==> src/rtl/strange_counter_pkg.sv <==
// Shared constants for the strange_counter lab-board block: hex font and
// digit anode patterns, both active-low.
package strange_counter_pkg;

  localparam int NUM_DIGITS = 4;

  // Entry N is the segment pattern for hex nibble N; bit7 (dp) stays high.
  localparam logic [15:0][7:0] SEG_FONT = {
    8'h8E, 8'h86, 8'hA1, 8'hC6, 8'h83, 8'h88, 8'h90, 8'h80,
    8'hF8, 8'h82, 8'h92, 8'h99, 8'hB0, 8'hA4, 8'hF9, 8'hC0
  };

  // Entry N drives digit N low; digit 0 is the rightmost.
  localparam logic [3:0][3:0] AN_PATTERN = {
    4'b0111, 4'b1011, 4'b1101, 4'b1110
  };

endpackage : strange_counter_pkg

==> src/rtl/strange_counter_hex_to_seg.sv <==
// Combinational hex nibble to active-low 7-segment pattern (dp off).
module hex_to_seg
  import strange_counter_pkg::*;
(
  input  logic [3:0] nibble_i,
  output logic [7:0] seg_o
);

  assign seg_o = SEG_FONT[nibble_i];

endmodule : hex_to_seg

==> src/rtl/strange_counter.sv <==
// 16-bit step/load counter driven by board buttons, shown in hex on a
// 4-digit multiplexed common-anode display.
module strange_counter
  import strange_counter_pkg::*;
#(
  parameter int DIGIT_CYCLES = 50000
) (
  input  logic       clk,
  input  logic       BTN0,
  input  logic       BTN2,
  input  logic       BTN3,
  input  logic [7:0] SW,
  output logic [3:0] AN,
  output logic [7:0] SEG
);

  localparam int PW = (DIGIT_CYCLES > 1) ? $clog2(DIGIT_CYCLES) : 1;
  localparam logic [PW-1:0] PRESC_LAST = PW'(DIGIT_CYCLES - 1);

  logic          btn2_s1_q, btn2_s2_q, btn2_s3_q;
  logic          btn3_s1_q, btn3_s2_q;
  logic [15:0]   count_q, count_d;
  logic [PW-1:0] presc_q, presc_d;
  logic [1:0]    digit_q, digit_d;
  logic [3:0]    nibble;

  // Load dominates: a step edge arriving during a load is dropped, not deferred.
  always_comb begin
    count_d = count_q;
    if (btn3_s2_q) begin
      count_d = {SW, 8'h00};
    end else if (btn2_s2_q && !btn2_s3_q) begin
      count_d = count_q + {8'h00, SW};
    end
  end

  always_comb begin
    presc_d = presc_q + PW'(1);
    digit_d = digit_q;
    if (presc_q == PRESC_LAST) begin
      presc_d = '0;
      digit_d = digit_q + 2'd1;
    end
  end

  always_ff @(posedge clk) begin
    if (BTN0) begin
      btn2_s1_q <= 1'b0;
      btn2_s2_q <= 1'b0;
      btn2_s3_q <= 1'b0;
      btn3_s1_q <= 1'b0;
      btn3_s2_q <= 1'b0;
      count_q   <= 16'h0000;
      presc_q   <= '0;
      digit_q   <= 2'd0;
    end else begin
      btn2_s1_q <= BTN2;
      btn2_s2_q <= btn2_s1_q;
      btn2_s3_q <= btn2_s2_q;
      btn3_s1_q <= BTN3;
      btn3_s2_q <= btn3_s1_q;
      count_q   <= count_d;
      presc_q   <= presc_d;
      digit_q   <= digit_d;
    end
  end

  always_comb begin
    nibble = count_q[3:0];
    case (digit_q)
      2'd0: nibble = count_q[3:0];
      2'd1: nibble = count_q[7:4];
      2'd2: nibble = count_q[11:8];
      2'd3: nibble = count_q[15:12];
      default: nibble = count_q[3:0];
    endcase
  end

  hex_to_seg u_hex_to_seg (
    .nibble_i (nibble),
    .seg_o    (SEG)
  );

  assign AN = AN_PATTERN[digit_q];

endmodule : strange_counter

==> config.mk <==
export PLATFORM = sky130hd
export DESIGN_NAME = strange_counter
export DESIGN_NICKNAME = d
export VERILOG_FILES = /design/src/rtl/strange_counter_pkg.sv /design/src/rtl/strange_counter_hex_to_seg.sv /design/src/rtl/strange_counter.sv
export SDC_FILE = /design/constraint.sdc
export NUM_CORES = 1
export LEC_CHECK = 0
export ABC_CLOCK_PERIOD_IN_PS = 4900
export BUFFER_PORTS_ARGS = -buffer_cell sky130_fd_sc_hd__buf_2
export CORE_ASPECT_RATIO = 2
export CORE_MARGIN = 4
export CORE_UTILIZATION = 45
export CTS_BUF_LIST = sky130_fd_sc_hd__clkbuf_2 sky130_fd_sc_hd__clkbuf_4 sky130_fd_sc_hd__clkbuf_8
export DETAILED_ROUTE_END_ITERATION = 6
export GPL_TIMING_DRIVEN = 0
export PLACE_DENSITY = 0.73
export SETUP_SLACK_MARGIN = 0.02
export SLEW_MARGIN = 20
export SYNTH_ARGS = -nofsm -noshare
export SYNTH_HDL_FRONTEND = slang
export SYNTH_HIERARCHICAL = 1
export SYNTH_SLANG_ARGS = --single-unit
==> constraint.sdc <==
create_clock -name clk -period 4.9 [get_ports clk]
set_input_delay 0.245 -clock clk [delete_from_list [all_inputs] [get_ports clk]]
set_output_delay 0.245 -clock clk [all_outputs]
set_load 0.03 [all_outputs]
==> metrics.md, run 1 <==
| Metric | Value |
|---|---|
| All-Layer GR Usage | about a fifth |
| Top cells by area, synth | dfxtp_1, ha_1, nor2_1 |
| Final Hold Fails | 0 |
| Ant diodes | 0 |
| Ys Warns | 6 |
| Period minus WS final | ~3200 ps |
| Drt initial violations | 66 |
| CTS Hold Bufs | 0 |
| Max Fclk | about 0.31 GHz |
| Largest net degree at the start of global routing | 13 |
| Routed wire per std cell | 15.86 um |
| CP endpoint kind | output port |
| Worst-Margin Slew | 516.4 ps |
| Worst-skew pair later-pin latency | between 200 and 300 ps |
| Avg Inst Size Synth | 8.523 um^2 |
| CTS Root Buffer Type | clkbuf_8 |
| First-pass GRT wire length | 10210 um |
| WL final | about 6100 um |
| Highest metal used | met4 |
| GRT overflow | 0 |
| CP Cell Sequence | inv_1, ha_1, buf_1, mux2i_1, inv_1, ha_1, inv_1, mux4_1, buf_2 |
| I/O pin count | 24 |
| CTS Sinks | 39 |
| Synth top area share | 30.74% |
| # nets final | 360 |
| Ys async rst share | 0% |
| Initial Util | approximately 46% |
| Max_cap viols | 0 |
| Die extent in y | ~110 um |
| Critical Path Source Type | register |
| Hpwl dp | 5013 um |
| Antenna viol nets, final | 0 |
| Number of fillers in the final layout | 537 |
| Syn Inst Count | 298 |
| Routability cong. | 0.9728 |
| Fin Setup TNS | 0 ps |
| P per Cell Area | 232.4 nW/um^2 |
| Peak VDD IR | roughly 0.20 mV |
| Clock Path Buffers | 2 |
| Crit path arrival time | 3000 ps |
| Drt pass-1 iters | 5 |
| CTS tree | yes |
| Min-Delay Path Class | in2reg |
| Slew Viols, Final | 0 |
| Yosys reg bits | 39 |
| WL met3 | between 150 and 200 um |
| Core footprint | around 5500 um^2 |
| Final cell area excluding filler cells | 2809 um^2 |
| DIE WIDTH | 61.13 um |
| Site row count | 38 |
| Most Frequent Cell on Critical Path | inv_1 |
| Status | finished, final reports clean |
| Slowest stage cell, crit path | mux2i_1 |
| Vias per cell | 5.755 |
| Leakage dissipation | 1.129 nW |
| Seq/Total Area, Yosys | 30.74% |
| Setup slack after layout | 1659 ps |
| Max incr delay on CP | between 500 and 600 ps |
| Final Total Pwr | 0.0006529 W |
| Finish-stage setup viols | 0 |
| H-tree depth | 2 |
| Reg2Reg Setup Slack | 2550 ps |
| Main synth FF type | dfxtp_1 |
| Worst slack, placed | ~1900 ps |
| Number of flops mapped to enable cells by yosys | 0 |
| Crit share post-route | 66.15% |
| Worst endpoint required time | ~4700 ps |
| PostCTS Resize Cnt | 0 |
| DRC Markers | 0 |
| Synthesized area | 2540 um^2 |
| Vias in the first global route | roughly 2300 |
| Post-CTS Setup Repair Bufs | 0 |
| CTS buffer count | 5 |
| Final Skew | 9.496 ps |
| PortBufs | 21 |
| Reg clk slew, reported paths | 80 ps |
| WL met1 | roughly 2100 um |
| Share of layout cells above drive strength 1 | 14.68% |
| DR vias | between 2000 and 2500 |
| Post-Place Cell Area | ~2700 um^2 |
| Worst-path fanout max | 7 |
| Met2 Wirelength | 3629 um |
| RSZ-0062 raised after global routing | no |
| Slew HR | between 60 and 70% |
| Mapped Nets | 332 |
| P&R area growth vs syn | 10.59% |
| Synth area leader | dfxtp_1 |
| Initial antenna violation count | 0 |
| WS Path Type | reg2out |
| Full die area | 6983 um^2 |
| Cell variety after synth | 63 |
-- logic make-up after synthesis --
group | count (synthesis) | share of synthesized area [%]
XOR/XNOR | 18 | 6.207
AO/OA/AOI/OAI | 63 | 19.02
flip-flops | 39 | 30.74
multiplexers | 11 | 5.025
other | 1 | 0.1476
AND/OR/NAND/NOR | 111 | 22.12
adder cells (fa/ha/maj) | 22 | 11.13
buffers and inverters | 33 | 5.615
-- Yosys cell counts, drive strengths merged (3+ instances only) --
cell type	instances
nor4	4
inv	20
nor2	38
nor2b	6
o21ai	9
or4	3
nor3	7
a222oi	4
buf	6
o21bai	3
xnor2	7
xor2	11
o31ai	3
nand3	8
a2111oi	6
clkbuf	7
a21o	6
a21oi	14
nand4	6
or2	3
or3	3
nand2	24
mux2i	9
ha	21
dfxtp	39
a211oi	4
o21a	3
-- power by group --
| group | switching, W | total [W] | internal, W | leakage (nW) |
|---|---|---|---|---|
| Combinational | 0.0000599 | 0.0000975 | 0.0000376 | 0.767 |
| Sequential | 0.0000103 | 0.000337 | 0.000327 | 0.317 |
| Clock | 0.000113 | 0.000218 | 0.000105 | 0.0446 |
| Total | 0.000183 | 0.000653 | 0.000470 | 1.13 |
-- routing by layer --
metal	global-route usage, %	vias up
li1	-	1116
met1	16.88	1043
met2	36.92	52
met3	2.822	16
met4	11.87	0
met5	0	-
-- path summary, 6_finish.rpt --
kind | from | end | cells after the start
hold / removal | BTN2 | btn2_s1_q | 2
setup reg to reg | count_q[0] | count_q[8] | 7
hold reg to reg | btn3_s1_q | btn3_s2_q | 1
setup / recovery | digit_q[0] | SEG[3] | 9
-- flip-flops by register name, summed over array words and instances, names as in the netlist --
register,cells
btn2_s2_q,1
count_q,16
btn2_s3_q,1
btn2_s1_q,1
btn3_s2_q,1
btn3_s1_q,1
digit_q,2
presc_q,16
-- layout by cell type (no fill, tap or decap), types with 6 or more instances in the layout --
| cell type | count |
|---|---|
| nor2b_1 | 6 |
| nand3_1 | 8 |
| a21oi_1 | 12 |
| o21ai_0 | 7 |
| inv_1 | 20 |
| nor2_1 | 38 |
| clkbuf_1 | 6 |
| ha_1 | 21 |
| xnor2_1 | 7 |
| nor3_1 | 7 |
| nand2_1 | 24 |
| dfxtp_1 | 39 |
| mux2i_1 | 9 |
| buf_2 | 23 |
| xor2_1 | 11 |
-- critical path: cells and delay by family (launching register included) --
family | cells | cell delay [ps]
adder cells (fa/ha/maj) | 2 | 470
flip-flops | 1 | 350
multiplexers | 2 | 1000
buffers and inverters | 5 | 870
-- area by class of cell --
| type | instances | area (um^2) | share of cell area, % |
|---|---|---|---|
| plain buffers | 13 | 67.56 | 2.405 |
| multi-input cells | 226 | 1617 | 57.55 |
| clock inverters | 2 | 12.51 | 0.4454 |
| flip-flops and latches | 39 | 780.7 | 27.80 |
| well taps | 60 | 75.07 | 2.673 |
| repair buffers | 21 | 105.1 | 3.742 |
| clock buffers | 6 | 76.32 | 2.717 |
| inverters | 20 | 75.07 | 2.673 |
-- stage by stage --
| step | util, % | instances | hold WS [ps] |
|---|---|---|---|
| floorplan | - | 298 | 373.2 |
| global placement | 49.75 | 379 | 415.4 |
| detailed placement | 49.75 | 379 | 437.3 |
| CTS | 51.37 | 387 | 167.5 |
| global route | 51.37 | 387 | 169.2 |
| finish | 51.37 | 387 | 170.3 |
Note: power is estimated with default switching activity, not from simulation.
==> run 2, diff against run 1 <==
- ABC_CLOCK_PERIOD_IN_PS: 4900 -> 3400
- clock period: 4.9 -> 3.4 ns (I/O delays scaled with it)
==> run 2 against run 1 <==
Clock power rose by 44%. Setup slack got worse by 1400 ps. Count of clock-buffer cells in the layout did not move. Sequential share of layout area barely moved. Combinational power rose by 45%. Cell area rose by 0.13%. Sequential power rose by 44%.
==> metrics.md, run 2 (synthesized netlist as in run 1, its figures left out) <==
| Metric | Value |
|---|---|
| Status | finished, final reports clean |
| CTS Root Buffer Type | clkbuf_8 |
| Final Skew | around 9.8 ps |
| P&R area growth vs syn | 10.74% |
| Routability cong. | 0.9728 |
| Hpwl dp | 5013 um |
| Period minus WS final | 3122 ps |
| Max_cap viols | 0 |
| Initial antenna violation count | 0 |
| CTS Hold Bufs | 0 |
| CTS tree | yes |
| Slowest stage cell, crit path | dfxtp_1 |
| Clock Path Buffers | 2 |
| Finish-stage setup viols | 0 |
| Full die area | about 7000 um^2 |
| Worst-skew pair later-pin latency | 290 ps |
| Initial Util | a little under half |
| DRC Markers | 0 |
| GR peak layer | met2 |
| RSZ-0062 raised after global routing | no |
| CTS buffer count | 5 |
| Slew Viols, Final | 0 |
| Commonest non-fill, non-tap cell in the layout | dfxtp_1 |
| Drt initial violations | 68 |
| Vias in the first global route | 2301 |
| Antenna viol nets, final | 0 |
| First-pass GRT wire length | 10210 um |
| # nets final | 360 |
| Regs by FF count | count_q x16, presc_q x16, digit_q x2 |
| Worst endpoint required time | ~3200 ps |
| Die extent in y | ~110 um |
| PortBufs | 21 |
| Commonest non-fill, non-tap cells in the layout | dfxtp_1, nor2_1, nand2_1 |
| I/O pin count | 24 |
| DR vias | about 2200 |
| Global routing met3 resource utilization | between 2 and 3% |
| M1 GR Usage | 16.88% |
| Ant diodes | 0 |
| Critical Path Source Type | register |
| Reg clk slew, reported paths | about 80 ps |
| Number of fillers in the final layout | 537 |
| CP endpoint kind | output port |
| Crit share post-route | 91.81% |
| Core footprint | 5468 um^2 |
| Routed wire per std cell | 15.93 um |
| Leakage dissipation | 1.124 nW |
| Vias per cell | 5.796 |
| Fin Setup TNS | 0 ps |
| Share of layout cells above drive strength 1 | roughly 15% |
| CP Cell Sequence | inv_1, ha_1, a222oi_1, mux2i_1, inv_1, ha_1, and2b_2, or3b_1, o21ai_0, buf_2 |
| GRT overflow | 0 |
| Min-Delay Path Class | in2reg |
| Max incr delay on CP | 380 ps |
| P per Cell Area | between 300 and 400 nW/um^2 |
| Worst-path fanout max | 5 |
| Largest net degree at the start of global routing | 13 |
| Start point of the critical path | digit_q[1] |
| DIE WIDTH | 61.13 um |
| Worst-Margin Slew | between 500 and 600 ps |
| HP Start | BTN2 |
| Slew HR | 64.00% |
| Final Hold Fails | 0 |
| Crit path arrival time | 2950 ps |
| Reg2reg start | count_q[0] |
| WL final | a little over 6000 um |
| Drt pass-1 iters | 4 |
| WS Path Type | reg2out |
| All-Layer GR Usage | about a fifth |
| Peak VDD IR | 0.2884 mV |
| CTS Sinks | 39 |
| Global-route met2 utilization | 36.92% |
| Site row count | 38 |
| Final Util | 51.44% |
| H-tree depth | 2 |
| Max Fclk | 0.3203 GHz |
## run 2: routing by layer
metal	part of all wire, %	up-vias
li1	-	1116
met1	34	1054
met2	58	52
met3	3.0	21
met4	4.5	0
met5	0	-
## run 2: repair_timing
action,4_1_cts,5_1_grt
endpoints found under the setup margin,0,1
setup buffers,0,0
gates resized for setup,0,1
## run 2: report_power, final
| part | internal [W] | switching [W] | total [W] | leakage (nW) |
|---|---|---|---|---|
| Clock | 0.000151 | 0.000163 | 0.000314 | 0.0446 |
| Sequential | 0.000471 | 0.0000147 | 0.000486 | 0.317 |
| Combinational | 0.0000543 | 0.0000863 | 0.000141 | 0.762 |
## run 2: path summary, 6_finish.rpt
| path | to | slack [ps] | cells past startpoint |
|---|---|---|---|
| max | SEG[0] | 280 | 10 |
| min | btn2_s1_q | 100 | 2 |
| max reg2reg | count_q[10] | 1040 | 7 |
| min reg2reg | btn3_s2_q | 450 | 1 |
## run 2: critical path, delay by kind of cell, from the launching register on
family / cells / cell delay, ps
simple gates: 2 / 610
flops: 1 / 380
compound gates: 2 / 440
fa+ha+maj: 2 / 520
mux: 1 / 220
buf+inv: 3 / 490
## run 2: per-stage QoR
step / power [W] / setup slack (ps) / instances / hold slack, ps / instance area [um^2]
3_3_place_gp: 0.0006325 / 579.1 / 379 / 377.7 / 2720
3_5_place_dp: 0.0006362 / 520.0 / 379 / 389.9 / 2720
2_1_floorplan: 0.0005957 / 854.6 / 298 / 298.2 / 2540
4_1_cts: 0.0009508 / 196.0 / 387 / 92.48 / 2809
6_report: 0.0009404 / 278.3 / 387 / 95.87 / 2813
5_1_grt: 0.0009892 / 80.07 / 387 / 94.25 / 2813
## run 2: final cells by class
class | count | area [um^2] | area share, %
clock inverter | 2 | 12.51 | 0.4448
tap | 60 | 75.07 | 2.669
inverter | 20 | 75.07 | 2.669
sequential | 39 | 780.7 | 27.76
clock buffer | 6 | 76.32 | 2.714
buffer | 13 | 67.56 | 2.402
timing repair buffer | 21 | 105.1 | 3.737
multi-input combinational | 226 | 1620 | 57.61
